<file path="config.mk">
export PLATFORM = sky130hd
export DESIGN_NAME = rand_vec_gen_flat
export DESIGN_NICKNAME = d
export VERILOG_FILES = /design/src/rtl/rand_vec_gen_if.sv /design/src/rtl/rand_vec_gen.sv /design/src/flat_wrapper.sv
export SDC_FILE = /design/constraint.sdc
export NUM_CORES = 1
export LEC_CHECK = 0
export BUFFER_PORTS_ARGS = -buffer_cell sky130_fd_sc_hd__buf_2
export CELL_PAD_IN_SITES_DETAIL_PLACEMENT = 0
export CELL_PAD_IN_SITES_GLOBAL_PLACEMENT = 1
export CORE_AREA = 2 2 108 110
export DETAILED_ROUTE_END_ITERATION = 8
export DIE_AREA = 0 0 110 112
export GPL_TIMING_DRIVEN = 0
export PLACE_DENSITY_LB_ADDON = 0.3
export SKIP_LAST_GASP = 1
export SLEW_MARGIN = 10
export SYNTH_ARGS = -nofsm -noshare
export SYNTH_HDL_FRONTEND = slang
export SYNTH_SLANG_ARGS = --single-unit
</file>
<file path="constraint.sdc">
create_clock -name clk -period 3.5 [get_ports clk]
set_input_delay 0.175 -clock clk [delete_from_list [all_inputs] [get_ports clk]]
set_output_delay 0.175 -clock clk [all_outputs]
set_load 0.1 [all_outputs]
</file>
<file path="src/rtl/rand_vec_gen_if.sv">
// Handshake/control bundle between the stimulus sequencer (master) and rand_vec_gen (slave).
// Carries the optional ch_mask signal when RVG_CH_MASK_EN is defined.
interface rand_vec_gen_if #(
   parameter int N_CH  = 6,
   parameter int CH_W  = 2,
   parameter int CNT_W = 16
);
   localparam int VEC_W = N_CH * CH_W;

   logic             seed_load;
   logic [31:0]      seed_in;
   logic             start;
   logic [CNT_W-1:0] count_in;
   logic             stop;
   logic [VEC_W-1:0] vec_data;
   logic             vec_valid;
   logic             vec_ready;
   logic [CNT_W-1:0] vec_idx;
   logic             busy;
   logic             done;
`ifdef RVG_CH_MASK_EN
   logic [N_CH-1:0]  ch_mask;
`endif

   modport master (
      output seed_load, seed_in, start, count_in, stop, vec_ready,
      input  vec_data, vec_valid, vec_idx, busy, done
`ifdef RVG_CH_MASK_EN
      , output ch_mask
`endif
   );

   modport slave (
      input  seed_load, seed_in, start, count_in, stop, vec_ready,
      output vec_data, vec_valid, vec_idx, busy, done
`ifdef RVG_CH_MASK_EN
      , input ch_mask
`endif
   );
endinterface

</file>
<file path="src/rtl/rand_vec_gen.sv">
// Seedable 32-bit Galois-LFSR stimulus source with burst counting and valid/ready output.
// Optional per-channel output masking is enabled by defining RVG_CH_MASK_EN.
module rand_vec_gen #(
   parameter int          N_CH     = 6,
   parameter int          CH_W     = 2,
   parameter int          CNT_W    = 16,
   parameter logic [31:0] DEF_SEED = 32'h0000_0001
) (
   input logic           clk,
   input logic           rst_n,
   rand_vec_gen_if.slave bus
);
   localparam int          VEC_W     = N_CH * CH_W;
   localparam int          K         = (VEC_W + 31) / 32;
   localparam int          ACC_W     = K * 32;
   localparam int          WCNT_W    = (K > 1) ? $clog2(K) : 1;
   localparam logic [31:0] TAP_MASK  = 32'h8020_0003;
   localparam logic [WCNT_W-1:0] LAST_WORD = WCNT_W'(K - 1);

   typedef enum logic [1:0] {
      S_IDLE,
      S_FILL,
      S_HOLD
   } state_t;

   state_t           r_state;
   state_t           w_state_nxt;
   logic [31:0]      r_lfsr;
   logic [31:0]      w_lfsr_step;
   logic [ACC_W-1:0] r_acc;
   logic [ACC_W-1:0] w_acc_nxt;
   logic [WCNT_W-1:0] r_word;
   logic [CNT_W-1:0] r_count;
   logic [CNT_W-1:0] r_idx;
   logic [VEC_W-1:0] r_vec_data;
   logic [VEC_W-1:0] w_vec_masked;
   logic             r_vec_valid;
   logic             r_done;

   logic w_step;
   logic w_last_word;
   logic w_last_vec;
   logic w_handshake;
   logic w_seed_ld;
   logic w_burst_start;
   logic w_emit;
   logic w_advance;
   logic w_end;

`ifdef RVG_CH_MASK_EN
   logic [N_CH-1:0] r_mask;
`endif

   assign w_step      = (r_state == S_FILL);
   assign w_lfsr_step = r_lfsr[0] ? ((r_lfsr >> 1) ^ TAP_MASK) : (r_lfsr >> 1);
   assign w_last_word = (r_word == LAST_WORD);
   assign w_handshake = r_vec_valid && bus.vec_ready;
   assign w_last_vec  = (r_count != '0) && (r_idx == r_count - 1'b1);

   // Drop the freshly stepped LFSR word into its slice of the vector being assembled.
   always_comb begin
      w_acc_nxt = r_acc;
      for (int k = 0; k < K; k++) begin
         if (r_word == WCNT_W'(k)) w_acc_nxt[k*32 +: 32] = w_lfsr_step;
      end
   end

`ifdef RVG_CH_MASK_EN
   always_comb begin
      w_vec_masked = w_acc_nxt[VEC_W-1:0];
      for (int c = 0; c < N_CH; c++) begin
         if (!r_mask[c]) w_vec_masked[c*CH_W +: CH_W] = '0;
      end
   end
`else
   assign w_vec_masked = w_acc_nxt[VEC_W-1:0];
`endif

   always_ff @(posedge clk or negedge rst_n) begin
      if (!rst_n) r_state <= S_IDLE;
      else        r_state <= w_state_nxt;
   end

   // NOTE: every signal this block drives gets a default first, so no path leaves one unassigned (no latch).
   always_comb begin
      w_state_nxt   = r_state;
      w_seed_ld     = 1'b0;
      w_burst_start = 1'b0;
      w_emit        = 1'b0;
      w_advance     = 1'b0;
      w_end         = 1'b0;
      unique case (r_state)
         S_IDLE: begin
            w_seed_ld = bus.seed_load;
            if (bus.start) begin
               w_burst_start = 1'b1;
               w_state_nxt   = S_FILL;
            end
         end
         S_FILL: begin
            if (bus.stop) begin
               w_end       = 1'b1;
               w_state_nxt = S_IDLE;
            end else if (w_last_word) begin
               w_emit      = 1'b1;
               w_state_nxt = S_HOLD;
            end
         end
         S_HOLD: begin
            // A handshake coinciding with stop still transfers; the burst simply ends.
            if (bus.stop || (w_handshake && w_last_vec)) begin
               w_end       = 1'b1;
               w_state_nxt = S_IDLE;
            end else if (w_handshake) begin
               w_advance   = 1'b1;
               w_state_nxt = S_FILL;
            end
         end
         default: w_state_nxt = S_IDLE;
      endcase
   end

   // NOTE: sequential state uses non-blocking assignments so every register samples pre-edge values.
   always_ff @(posedge clk or negedge rst_n) begin
      if (!rst_n) begin
         r_lfsr      <= DEF_SEED;
         r_acc       <= '0;
         r_word      <= '0;
         r_count     <= '0;
         r_idx       <= '0;
         r_vec_data  <= '0;
         r_vec_valid <= 1'b0;
         r_done      <= 1'b0;
`ifdef RVG_CH_MASK_EN
         r_mask      <= '1;
`endif
      end else begin
         r_done <= w_end;

         if (w_seed_ld)   r_lfsr <= (bus.seed_in == '0) ? DEF_SEED : bus.seed_in;
         else if (w_step) r_lfsr <= w_lfsr_step;

         if (w_burst_start) begin
            r_word <= '0;
         end else if (w_step) begin
            r_acc  <= w_acc_nxt;
            r_word <= w_last_word ? '0 : r_word + 1'b1;
         end

         if (w_burst_start) begin
            r_count <= bus.count_in;
            r_idx   <= '0;
`ifdef RVG_CH_MASK_EN
            r_mask  <= bus.ch_mask;
`endif
         end else if (w_advance) begin
            r_idx <= r_idx + 1'b1;
         end

         if (w_emit) begin
            r_vec_data  <= w_vec_masked;
            r_vec_valid <= 1'b1;
         end else if (w_end || w_advance) begin
            r_vec_valid <= 1'b0;
         end
      end
   end

   assign bus.vec_data  = r_vec_data;
   assign bus.vec_valid = r_vec_valid;
   assign bus.vec_idx   = r_idx;
   assign bus.busy      = (r_state != S_IDLE);
   assign bus.done      = r_done;

endmodule

</file>
<file path="src/flat_wrapper.sv">
// flat-port wrapper written by rule: the top's interface ports become plain ports
module rand_vec_gen_flat 
#(
   parameter int          N_CH     = 6,
   parameter int          CH_W     = 2,
   parameter int          CNT_W    = 16,
   parameter logic [31:0] DEF_SEED = 32'h0000_0001
)
  (clk, rst_n, bus_seed_load, bus_seed_in, bus_start, bus_count_in, bus_stop, bus_vec_ready, bus_vec_data, bus_vec_valid, bus_vec_idx, bus_busy, bus_done);
  rand_vec_gen_if #(.N_CH(N_CH), .CH_W(CH_W), .CNT_W(CNT_W)) bus_i ();
  input logic clk;
  input logic rst_n;
  input wire logic [$bits(bus_i.seed_load)-1:0] bus_seed_load;
  input wire logic [$bits(bus_i.seed_in)-1:0] bus_seed_in;
  input wire logic [$bits(bus_i.start)-1:0] bus_start;
  input wire logic [$bits(bus_i.count_in)-1:0] bus_count_in;
  input wire logic [$bits(bus_i.stop)-1:0] bus_stop;
  input wire logic [$bits(bus_i.vec_ready)-1:0] bus_vec_ready;
  output wire logic [$bits(bus_i.vec_data)-1:0] bus_vec_data;
  output wire logic [$bits(bus_i.vec_valid)-1:0] bus_vec_valid;
  output wire logic [$bits(bus_i.vec_idx)-1:0] bus_vec_idx;
  output wire logic [$bits(bus_i.busy)-1:0] bus_busy;
  output wire logic [$bits(bus_i.done)-1:0] bus_done;
  assign bus_i.seed_load = bus_seed_load;
  assign bus_i.seed_in = bus_seed_in;
  assign bus_i.start = bus_start;
  assign bus_i.count_in = bus_count_in;
  assign bus_i.stop = bus_stop;
  assign bus_i.vec_ready = bus_vec_ready;
  assign bus_vec_data = bus_i.vec_data;
  assign bus_vec_valid = bus_i.vec_valid;
  assign bus_vec_idx = bus_i.vec_idx;
  assign bus_busy = bus_i.busy;
  assign bus_done = bus_i.done;
  rand_vec_gen #(.N_CH(N_CH), .CH_W(CH_W), .CNT_W(CNT_W), .DEF_SEED(DEF_SEED)) u_core (.clk(clk), .rst_n(rst_n), .bus(bus_i));
endmodule
</file>
## Word-level counts from Yosys, hierarchy flattened

Index checks and enable logic that the tools add are counted.

- Bits in registers: 93
- Latch bits: 0
- Memory bits (writable): 0
- Bits in read-only memories: 0
- Input bits: 54
- Output and inout bits: 31
- Word-level logic and storage cells: 65
- Memories: 0

- Add/sub/neg operators: 3
- Multiply operators: 0
- Divide/modulo/power cells: 0
- Magnitude comparators: 0
- Equality and inequality tests: 6
- Shift operators: 0
- Mux-type cells: 30
- Bitwise gates (word level): 2
- Reduce and logical (&&, ||, !) cells: 15

Operators with widths:

| kind | count |
|---|---|
| 32-bit 2-to-1 mux | 4 |
| 32-bit logical NOT | 1 |
| 16-bit 2-to-1 mux | 2 |
| 16-bit by 1-bit adder with 16-bit output (second input constant) | 1 |
| 16-bit == test | 1 |
| 1-bit 2-to-1 mux | 16 |
| 16-bit nonzero test | 1 |
| 16-bit by 1-bit subtractor with 16-bit output (second input constant) | 1 |
| 12-bit 2-to-1 mux | 1 |
| 2-bit 2-to-1 mux | 5 |
| 2-bit nonzero test | 5 |
| 2-bit one-hot mux with 3 select lines | 1 |
| 3-bit NOT with 4-bit output | 1 |
| 1-bit logical AND | 3 |
| 3-bit by 1-bit inequality test with 1-bit output (second input constant) | 1 |
| 3-bit inequality test (second input constant) | 1 |
| 3-bit AND reduction | 1 |
| 2-bit by 1-bit == test with 1-bit output (second input constant) | 1 |
| 2-bit == test (second input constant) | 1 |
| 2-bit logical NOT | 1 |
| 1-bit logical OR | 2 |
| 2-bit inequality test (second input constant) | 1 |
| 1-bit one-hot mux with 2 select lines | 1 |
| 2-bit AND reduction | 1 |
| 2 further kinds | 2 |

## Logic depth before layout (Yosys ltp)

Gate-level depths: netlist of run 1.

- Depth in word-level cells: 10
- Gate-level depth with buffers: 10
- Gate-level depth less buffers: 9

## Worst setup path after synthesis of run 1

Ideal clock, no wire load.

- Kind: reg-to-reg
- Start: reg u_core.r_idx[5] (netlist: u_core.bus.vec_idx[5])
- End: reg u_core.r_idx[1] (netlist: u_core.bus.vec_idx[1])
- Library setup time: 0.120 ns
- Data arrival time: 2.737 ns
- Path slack: 0.642 ns
- Cell stages (with the launch flop): 8
- Buffers on the path: 1
- Clock period less this slack: 2.858 ns
- Cells stage by stage: dfrtp_1 -> xnor2_1 -> or4_1 -> a21o_1 -> a221oi_2 -> nand4b_1 -> clkbuf_1 -> a41o_1

- Word-level cells in the longest chain between the ends: 7

RTL lines:

| element | line | text |
|---|---|---|
| start, declared | rand_vec_gen.sv:34 | `logic [CNT_W-1:0] r_idx;` |
| start signal, assigned | rand_vec_gen.sv:157 | `r_idx <= r_idx + 1'b1;` |
| 16-bit == test | rand_vec_gen.sv:58 | `assign w_last_vec = (r_count != '0) && (r_idx == r_count - 1'b1);` |
| 1-bit logical AND | rand_vec_gen.sv:58 |  |
| 1-bit logical AND | rand_vec_gen.sv:111 | `if (bus.stop \|\| (w_handshake && w_last_vec)) begin` |
| 1-bit logical OR | rand_vec_gen.sv:111 |  |
| 1-bit 2-to-1 mux | rand_vec_gen.sv:111 |  |
| 1-bit 2-to-1 mux | rand_vec_gen.sv:92 | `unique case (r_state)` |
| 2-bit nonzero test (no line) | - |  |

No other way between the ends.
A chain may end at the register's enable or synchronous reset.

## Worst setup path after layout of run 1

- Start: reg u_core.r_count[0]
- End: reg u_core.r_idx[1] (netlist: u_core.bus.vec_idx[1])

- Word-level cells in the longest chain between the ends: 8
- Elaborated cells between the ends (all ways): 9
- Classes of those cells: 1 x add/sub; 1 x eq/ne; 2 x mux; 5 x reduce/logical

RTL lines:

| element | line | text |
|---|---|---|
| start, declared | rand_vec_gen.sv:33 | `logic [CNT_W-1:0] r_count;` |
| start signal, assigned | rand_vec_gen.sv:151 | `r_count <= bus.count_in;` |
| 16-bit by 1-bit subtractor with 16-bit output | rand_vec_gen.sv:58 |  |
| 16-bit == test | rand_vec_gen.sv:58 |  |
| 1-bit logical AND (*) | rand_vec_gen.sv:58 |  |
| 1-bit logical AND (*) | rand_vec_gen.sv:111 |  |
| 1-bit logical OR (*) | rand_vec_gen.sv:111 |  |
| 1-bit 2-to-1 mux (*) | rand_vec_gen.sv:111 |  |
| 1-bit 2-to-1 mux (*) | rand_vec_gen.sv:92 |  |
| 2-bit nonzero test (no line) (*) | - |  |

Every way passes the cells marked *; elsewhere a longest branch is shown, timed or not.

==> results of run 1 <==
-- per-layer routing --
metal,share of wire (%),global-route usage (%),vias to the layer above
met1,43,23.5,1807
met4,1.0,4.89,0
li1,-,-,1851
met5,0,0,-
met3,5.5,4.98,8
met2,50,31.8,88
-- per-stage QoR --
| step | instance area (µm²) | power, mW |
|---|---|---|
| floorplan | 4350 | 3.40 |
| global placement | 4950 | 3.89 |
| detailed placement | 4980 | 3.95 |
| CTS | 5320 | 5.01 |
| global route | 5320 | 5.30 |
| finish | 5320 | 4.94 |
-- power breakdown --
group	internal (mW)	switching, mW	leakage, nW
Clock	0.648	0.389	0.163
Combinational	0.755	1.58	1.33
Sequential	1.30	0.272	1.01
-- final timing paths --
check	start	end	slack (ps)	depth (start not counted)
hold / removal	bus_count_in[12]	u_core.r_count[12]	20	3
min in group asynchronous	rst_n	u_core.r_count[5]	270	2
setup reg to reg	u_core.r_count[0]	u_core.bus.vec_idx[1]	320	9
hold reg to reg	u_core.bus.vec_data[1]	u_core.bus.vec_data[1]	490	2
setup / recovery	u_core.r_count[0]	u_core.bus.vec_idx[1]	320	9
max in group asynchronous	rst_n	u_core.r_lfsr[0]	2590	3
-- cell usage in the layout (no fill, tap or decap), types with 6 or more instances in the layout --
cell type and n:
sky130_fd_sc_hd__a41o_1 6, sky130_fd_sc_hd__nor4_1 17, sky130_fd_sc_hd__nand2_1 104, sky130_fd_sc_hd__ha_1 7, sky130_fd_sc_hd__xor2_1 7, sky130_fd_sc_hd__clkbuf_1 25
sky130_fd_sc_hd__o21ai_0 39, sky130_fd_sc_hd__xnor2_1 20, sky130_fd_sc_hd__nand2b_1 6, sky130_fd_sc_hd__nand4_1 9, sky130_fd_sc_hd__a31oi_1 6, sky130_fd_sc_hd__inv_1 6
sky130_fd_sc_hd__mux2_2 10, sky130_fd_sc_hd__mux2i_1 33, sky130_fd_sc_hd__dfrtp_1 79, sky130_fd_sc_hd__buf_2 85, sky130_fd_sc_hd__nor2_1 16, sky130_fd_sc_hd__a21oi_1 11
sky130_fd_sc_hd__nor3_1 7, sky130_fd_sc_hd__and3_1 6, sky130_fd_sc_hd__clkbuf_16 9
-- Yosys cell counts, drive strengths merged (7+ instances only) --
master | n | area share [%]
nor4 | 17 | 2.4
mux2i | 33 | 7.6
nand4 | 9 | 1.3
nor3 | 7 | 0.81
o21ai | 39 | 4.5
dfrtp | 79 | 45
xnor2 | 20 | 4.0
clkbuf | 25 | 2.2
a21oi | 11 | 1.3
nor2 | 16 | 1.4
ha | 7 | 2.0
nand2 | 104 | 9.0
xor2 | 7 | 1.4
mux2 | 10 | 2.6
-- state kept, by name (all words and copies together), names as in the netlist --
register,count
u_core.bus.vec_valid,1
u_core.r_lfsr,32
u_core.r_count,16
u_core.bus.vec_data,12
u_core.r_state,2
u_core.bus.vec_idx,16
u_core.bus.done,1
-- what timing repair did --
item / CTS / global route
setup endpoints to repair: 0 / 0
hold endpoints to repair: 20 / 0
hold buffers: 1 / 0
-- critical path, delay by kind of cell (launching register included) --
| kind | cells | cell delay [ps] |
|---|---|---|
| and+or+nand+nor | 4 | 1540 |
| adders and majority gates | 1 | 260 |
| AOI/OAI and AO/OA | 2 | 430 |
| DFF | 1 | 430 |
| buffers and inverters | 2 | 410 |
-- cell families (layout without fill, tap and decap cells) --
logic type / count (synthesis) / in the layout
mux: 43 / 43
xor+xnor: 27 / 27
buf+inv: 37 / 139
fa+ha+maj: 7 / 7
compound gates: 83 / 83
simple gates: 191 / 191
flops: 80 / 80
-- layout make-up --
class / instances / share of cell area [%]
clock inverter: 6 / 1.72
tap: 143 / 3.36
multi-input combinational: 351 / 41.3
clock buffer: 10 / 4.49
timing repair buffer: 86 / 8.65
inverter: 6 / 0.423
sequential: 80 / 37.7
buffer: 31 / 2.38
==> summary.txt, run 1 <==
=======================================================================================
Status                                                                     finished, final reports clean
Largest clock skew in the final design                                          5.55 ps
Clock latency of the later-clocked register in the worst-skew pair               330 ps
CTS root buf                                                               sky130_fd_sc_hd__clkbuf_16
Sequential standard cell area                                               0.00200 mm²
Clock-pin transition on the worst setup and hold timing paths                     60 ps
Async set-or-reset flop fraction in the synthesized netlist                        100%
Global-route wire length before repair                                         18000 µm
Hold_ws                                                                         24.3 ps
Count of final max-slew check failures                                                0
Number of flip-flops and latches in the synthesized netlist                          80
Startpoint class of the critical path                                              flop
Number of violations reported at the end of detailed-routing iteration 0            157
Vias per cell                                                                      5.27
Number of synthesized flops with an enable pin                                        0
Pin count of the biggest net entering global routing                                 61
Share of the synthesized netlist area taken by xor and xnor gates                 5.44%
Post-synthesis mux area share                                                     10.2%
Proportion of layout cells with a drive suffix above 1                            21.8%
Max rail drop VDD                                                            0.000386 V
Total leakage power                                                             2.50 nW
Count of antenna-violating nets left after detailed routing                           0
Maximum fanout along the worst path                                                  10
Placed instance count                                                               696
Fill cell count                                                                    1091
Top-level I/O count                                                                  85
Most used DFF post-synth                                                   sky130_fd_sc_hd__dfrtp_1
Slack of the critical path                                                       321 ps
Slew @ Worst Pin                                                                 710 ps
Nature of the critical path endpoint                                               flop
Delay of the slowest critical-path stage                                         460 ps
Setup-violating endpoint count in the final report                                    0
Number of antenna violations at the first check in global routing                     0
Final Net Count                                                                     626
Clock period minus worst slack                                                  3180 ps
Starting density of the core                                                      38.9%
Largest family of logic cells by synthesized area                          simple AND/OR/NAND/NOR gates
DR DRC count                                                                          0
Non-filler cells in the finished layout                                             713
CTS tree                                                                            yes
Total GRT Usage                                                                   18.8%
Highest Clock Rate                                                              315 MHz
Die area                                                                     0.0123 mm²
Period Utilization, post-route                                                    90.8%
Post-Synthesis Net Count                                                            529
DIE WIDTH                                                                        110 µm
Detailed Routing Iterations Pass 1                                                    4
Maximum count of clock buffers along a single path                                    2
Register area share after synthesis                                               46.0%
Hold/Removal Path Class                                                    primary input to flop
Adder and majority gate portion of the synthesized area                           2.01%
Synthesized-area fraction occupied by and/or/nand/nor cells                       20.8%
Setup WS pre-CTS                                                                 346 ps
Final wirelength                                                               11100 µm
Average cell area after synthesis                                              9.30 µm²
Drt wl/cell                                                                     15.5 µm
Area of combinational cells with multiple inputs                            0.00220 mm²
Compound-cell area share of the yosys netlist                                     12.1%
Sum of negative setup slack                                                        0 ps
Area of the mapped netlist                                                  0.00435 mm²
Total overflow reported by the global router                                          0
Max cap viols                                                                         0
Post-CTS setup buffer count                                                           0
Arrival time at the worst endpoint                                              3400 ps
Cell breakdown of the critical path                                        inv_1, ha_1, nor3b_1, a21oi_1, or3_1, nor4_1, nand4b_1, clkbuf_1, a41o_1
Area of the core region                                                      0.0112 mm²
Max-slew headroom at the worst pin                                                52.7%
Synthesis warning total                                                               0
Vias after detailed routing                                                        3754
Vert. Die Dim                                                                    112 µm
Hold Violations, Final                                                                0
Vias in the first global route                                                     3682
Unrepaired setup endpoints after global routing                                   false
Weighted congestion at the end of routability-driven global placement             0.873
Library cells used by synthesis                                                      49
CTS Buf Count                                                                         9
Detailed placer's ending HPWL                                                   8320 µm
Max H-tree Level                                                                      3
IO Port Bufs                                                                         84
Gate Count Post-Synth                                                               468
Post-CTS Resized                                                                      0
Final core occ                                                                    47.6%
Area added between synthesis and finish                                           22.3%
Clock sink total                                                                     80
Required time at the endpoint of the critical path                              3720 ps
Diodes inserted                                                                       0
Crit Path Class                                                            flop to flop
Power density cells                                                          929 mW/mm²
Highest-delay cell along the critical path                                 sky130_fd_sc_hd__nor3b_1
Site Rows                                                                            39
=======================================================================================
Note: power is estimated with default switching activity, not from simulation.
==> run 2: changes to the inputs <==
--- a/config.mk
+++ b/config.mk
@@ -6,13 +6,14 @@
 export NUM_CORES = 1
 export LEC_CHECK = 0
 export BUFFER_PORTS_ARGS = -buffer_cell sky130_fd_sc_hd__buf_2
+export CAP_MARGIN = 20
 export CELL_PAD_IN_SITES_DETAIL_PLACEMENT = 0
 export CELL_PAD_IN_SITES_GLOBAL_PLACEMENT = 1
 export CORE_AREA = 2 2 108 110
 export DETAILED_ROUTE_END_ITERATION = 8
 export DIE_AREA = 0 0 110 112
 export GPL_TIMING_DRIVEN = 0
-export PLACE_DENSITY_LB_ADDON = 0.3
+export PLACE_DENSITY_LB_ADDON = 0.1
 export SKIP_LAST_GASP = 1
 export SLEW_MARGIN = 10
 export SYNTH_ARGS = -nofsm -noshare
==> constraint.sdc (replaced) <==
create_clock -name clk -period 3.5 [get_ports clk]
set_input_delay 0.525 -clock clk [delete_from_list [all_inputs] [get_ports clk]]
set_output_delay 0.525 -clock clk [all_outputs]
set_load 0.1 [all_outputs]
==> run 2 against run 1 <==
Global-route usage is 0.97 points higher. Combinational power barely moved. Clock power about the same. Non-clock buffer count is 1 lower. Total power decreased by 0.30%. Design area is 0.40% lower. Highest routed layer unchanged.
==> summary.txt, run 2 (synthesis results as in run 1) <==
=======================================================================================
Status                                                                     finished, final reports clean
Detailed Routing Iterations Pass 1                                                    4   unchanged
Count of antenna-violating nets left after detailed routing                           0   unchanged
Leading cell type in the layout, fill and taps excluded                    sky130_fd_sc_hd__nand2_1
Slew @ Worst Pin                                                                 691 ps   -19.0 ps
Number of hold-repair buffers added at the cts stage                                  0   -1
Final Net Count                                                                     625   -0.16%
Sum of negative setup slack                                                        0 ps   unchanged
Non-filler cells in the finished layout                                             712   -0.14%
Total GRT Usage                                                                   19.7%   +0.97 points
Design Power                                                                    4.93 mW   -0.30%
Max-slew headroom at the worst pin                                                54.0%   +1.3 points
Total leakage power                                                             2.49 nW   -0.62%
Met3 routing resource usage after global routing                                  3.81%   -1.2 points
Detailed placer's ending HPWL                                                   8430 µm   +1.4%
Proportion of layout cells with a drive suffix above 1                            21.8%   +0.038 points
GR Layer Usage met2                                                               33.0%   +1.2 points
Global-route wire length before repair                                         18600 µm   +3.3%
Max cap viols                                                                         0   unchanged
CTS Buf Count                                                                         9   unchanged
Commonest cells after routing, fill and taps aside                         104 x sky130_fd_sc_hd__nand2_1, 85 x sky130_fd_sc_hd__buf_2, 79 x sky130_fd_sc_hd__dfrtp_1, 39 x sky130_fd_sc_hd__o21ai_0, 33 x sky130_fd_sc_hd__mux2i_1
Hold/Removal Path Class                                                    primary input to async pin
Largest clock skew in the final design                                          6.34 ps   +0.790 ps
Highest Clock Rate                                                              315 MHz   +0.12%
Startpoint class of the critical path                                              flop
Sequential standard cell area                                               0.00200 mm²   unchanged
Number of violations reported at the end of detailed-routing iteration 0            157   unchanged
CTS tree                                                                            yes
Number of antenna violations at the first check in global routing                     0   unchanged
Total overflow reported by the global router                                          0   unchanged
Maximum count of clock buffers along a single path                                    2   unchanged
IO Port Bufs                                                                         84   unchanged
Period Utilization, post-route                                                    90.7%   -0.11 points
Vert. Die Dim                                                                    112 µm   unchanged
Top-level I/O count                                                                  85   unchanged
Arrival time at the worst endpoint                                              3410 ps   about the same
Maximum fanout along the worst path                                                  10   unchanged
Placed instance count                                                               696   unchanged
Delay of the slowest critical-path stage                                         460 ps   about the same
Die area                                                                     0.0123 mm²   unchanged
Cell breakdown of the critical path                                        inv_1, ha_1, nor3b_1, a21oi_1, or3_1, nor4_1, nand4b_1, clkbuf_1, a41o_1
Count of final max-slew check failures                                                0   unchanged
Fill cell count                                                                    1080   -1.0%
Crit Path Class                                                            flop to flop
Clock-pin transition on the worst setup and hold timing paths                     60 ps   about the same
Clock sink total                                                                     80   unchanged
Vias in the first global route                                                     3723   +1.1%
Vias per cell                                                                      5.28   +0.25%
Clock period minus worst slack                                                  3170 ps   -3.77 ps
Most flop-heavy register                                                   u_core.r_lfsr
DIE WIDTH                                                                        110 µm   unchanged
Clock latency of the later-clocked register in the worst-skew pair               350 ps   +20 ps
Site Rows                                                                            39   unchanged
Layout Cell Area excl Fill                                                  0.00530 mm²   -0.40%
Area of the core region                                                      0.0112 mm²   unchanged
DR DRC count                                                                          0   unchanged
Setup-violating endpoint count in the final report                                    0   unchanged
Diodes inserted                                                                       0   unchanged
Nature of the critical path endpoint                                               flop
Area of combinational cells with multiple inputs                            0.00220 mm²   unchanged
Post-CTS setup buffer count                                                           0   unchanged
CTS root buf                                                               sky130_fd_sc_hd__clkbuf_16
Global routing met1 resource utilization                                          24.1%   +0.55 points
Max H-tree Level                                                                      3   unchanged
Unrepaired setup endpoints after global routing                                   false
Area added between synthesis and finish                                           21.8%
Power density cells                                                          930 mW/mm²   about the same
Final core occ                                                                    47.4%   -0.19 points
Number of flip-flops under the largest register name                                 32   unchanged
Weighted congestion at the end of routability-driven global placement             0.875   +0.22%
Most Used Layer, Global Route                                                      met2
Pin count of the biggest net entering global routing                                 52   -15%
Starting density of the core                                                      38.9%   unchanged
Post-CTS Resized                                                                      0   unchanged
Max rail drop VDD                                                            0.000685 V   +77%
Drt wl/cell                                                                     16.0 µm   +3.1%
Final wirelength                                                               11400 µm   +2.9%
Hold Violations, Final                                                                0   unchanged
Required time at the endpoint of the critical path                              3730 ps   about the same
Vias after detailed routing                                                        3758   +0.11%
Total placed instance area                                                  0.00498 mm²   unchanged
Highest-delay cell along the critical path                                 sky130_fd_sc_hd__nor4_1
=======================================================================================
## run 2: worst paths after layout
path / from / end / slack [ps] / depth (start not counted)
max: u_core.r_count[0] / u_core.bus.vec_idx[1] / 330 / 9
min: rst_n / u_core.r_count[8] / 130 / 1
max reg2reg: u_core.r_count[0] / u_core.bus.vec_idx[1] / 330 / 9
min reg2reg: u_core.bus.vec_data[0] / u_core.bus.vec_data[0] / 480 / 2
max in group asynchronous: rst_n / u_core.r_lfsr[0] / 2710 / 2
min in group clk: bus_count_in[4] / u_core.r_count[4] / 370 / 3
## run 2: metal layers
metal  routed length [µm]  part of all wire, %
met1                 4830                   42
met2                 5690                   50
met3                  544                  4.8
met4                  329                  2.9
met5                    0                    0
## run 2: final cells by class
| class | instances | area share, % |
|---|---|---|
| clock buffer | 9 | 4.25 |
| timing repair buffer | 85 | 8.50 |
| multi-input combinational | 351 | 41.5 |
| sequential | 80 | 37.8 |
| tap | 143 | 3.38 |
| inverter | 6 | 0.425 |
| clock inverter | 7 | 1.77 |
| buffer | 31 | 2.38 |
## run 2: power breakdown
part / internal (mW) / switching, mW / total, mW / leakage, nW
Sequential: 1.30 / 0.283 / 1.58 / 1.01
Clock: 0.624 / 0.397 / 1.02 / 0.152
Combinational: 0.752 / 1.58 / 2.33 / 1.32
Total: 2.67 / 2.26 / 4.93 / 2.49
## run 2: through the flow
step	setup WS, ps	hold WS (ps)
floorplan	642	229
global placement	387	459
detailed placement	347	474
CTS	336	135
global route	99.8	154
finish	325	127
## run 2: critical path, delay by kind of cell, from the launching register on
| kind | cells | cell delay (ps) |
|---|---|---|
| adders and majority gates | 1 | 260 |
| buffers and inverters | 2 | 420 |
| and+or+nand+nor | 4 | 1550 |
| DFF | 1 | 430 |
| AOI/OAI and AO/OA | 2 | 410 |
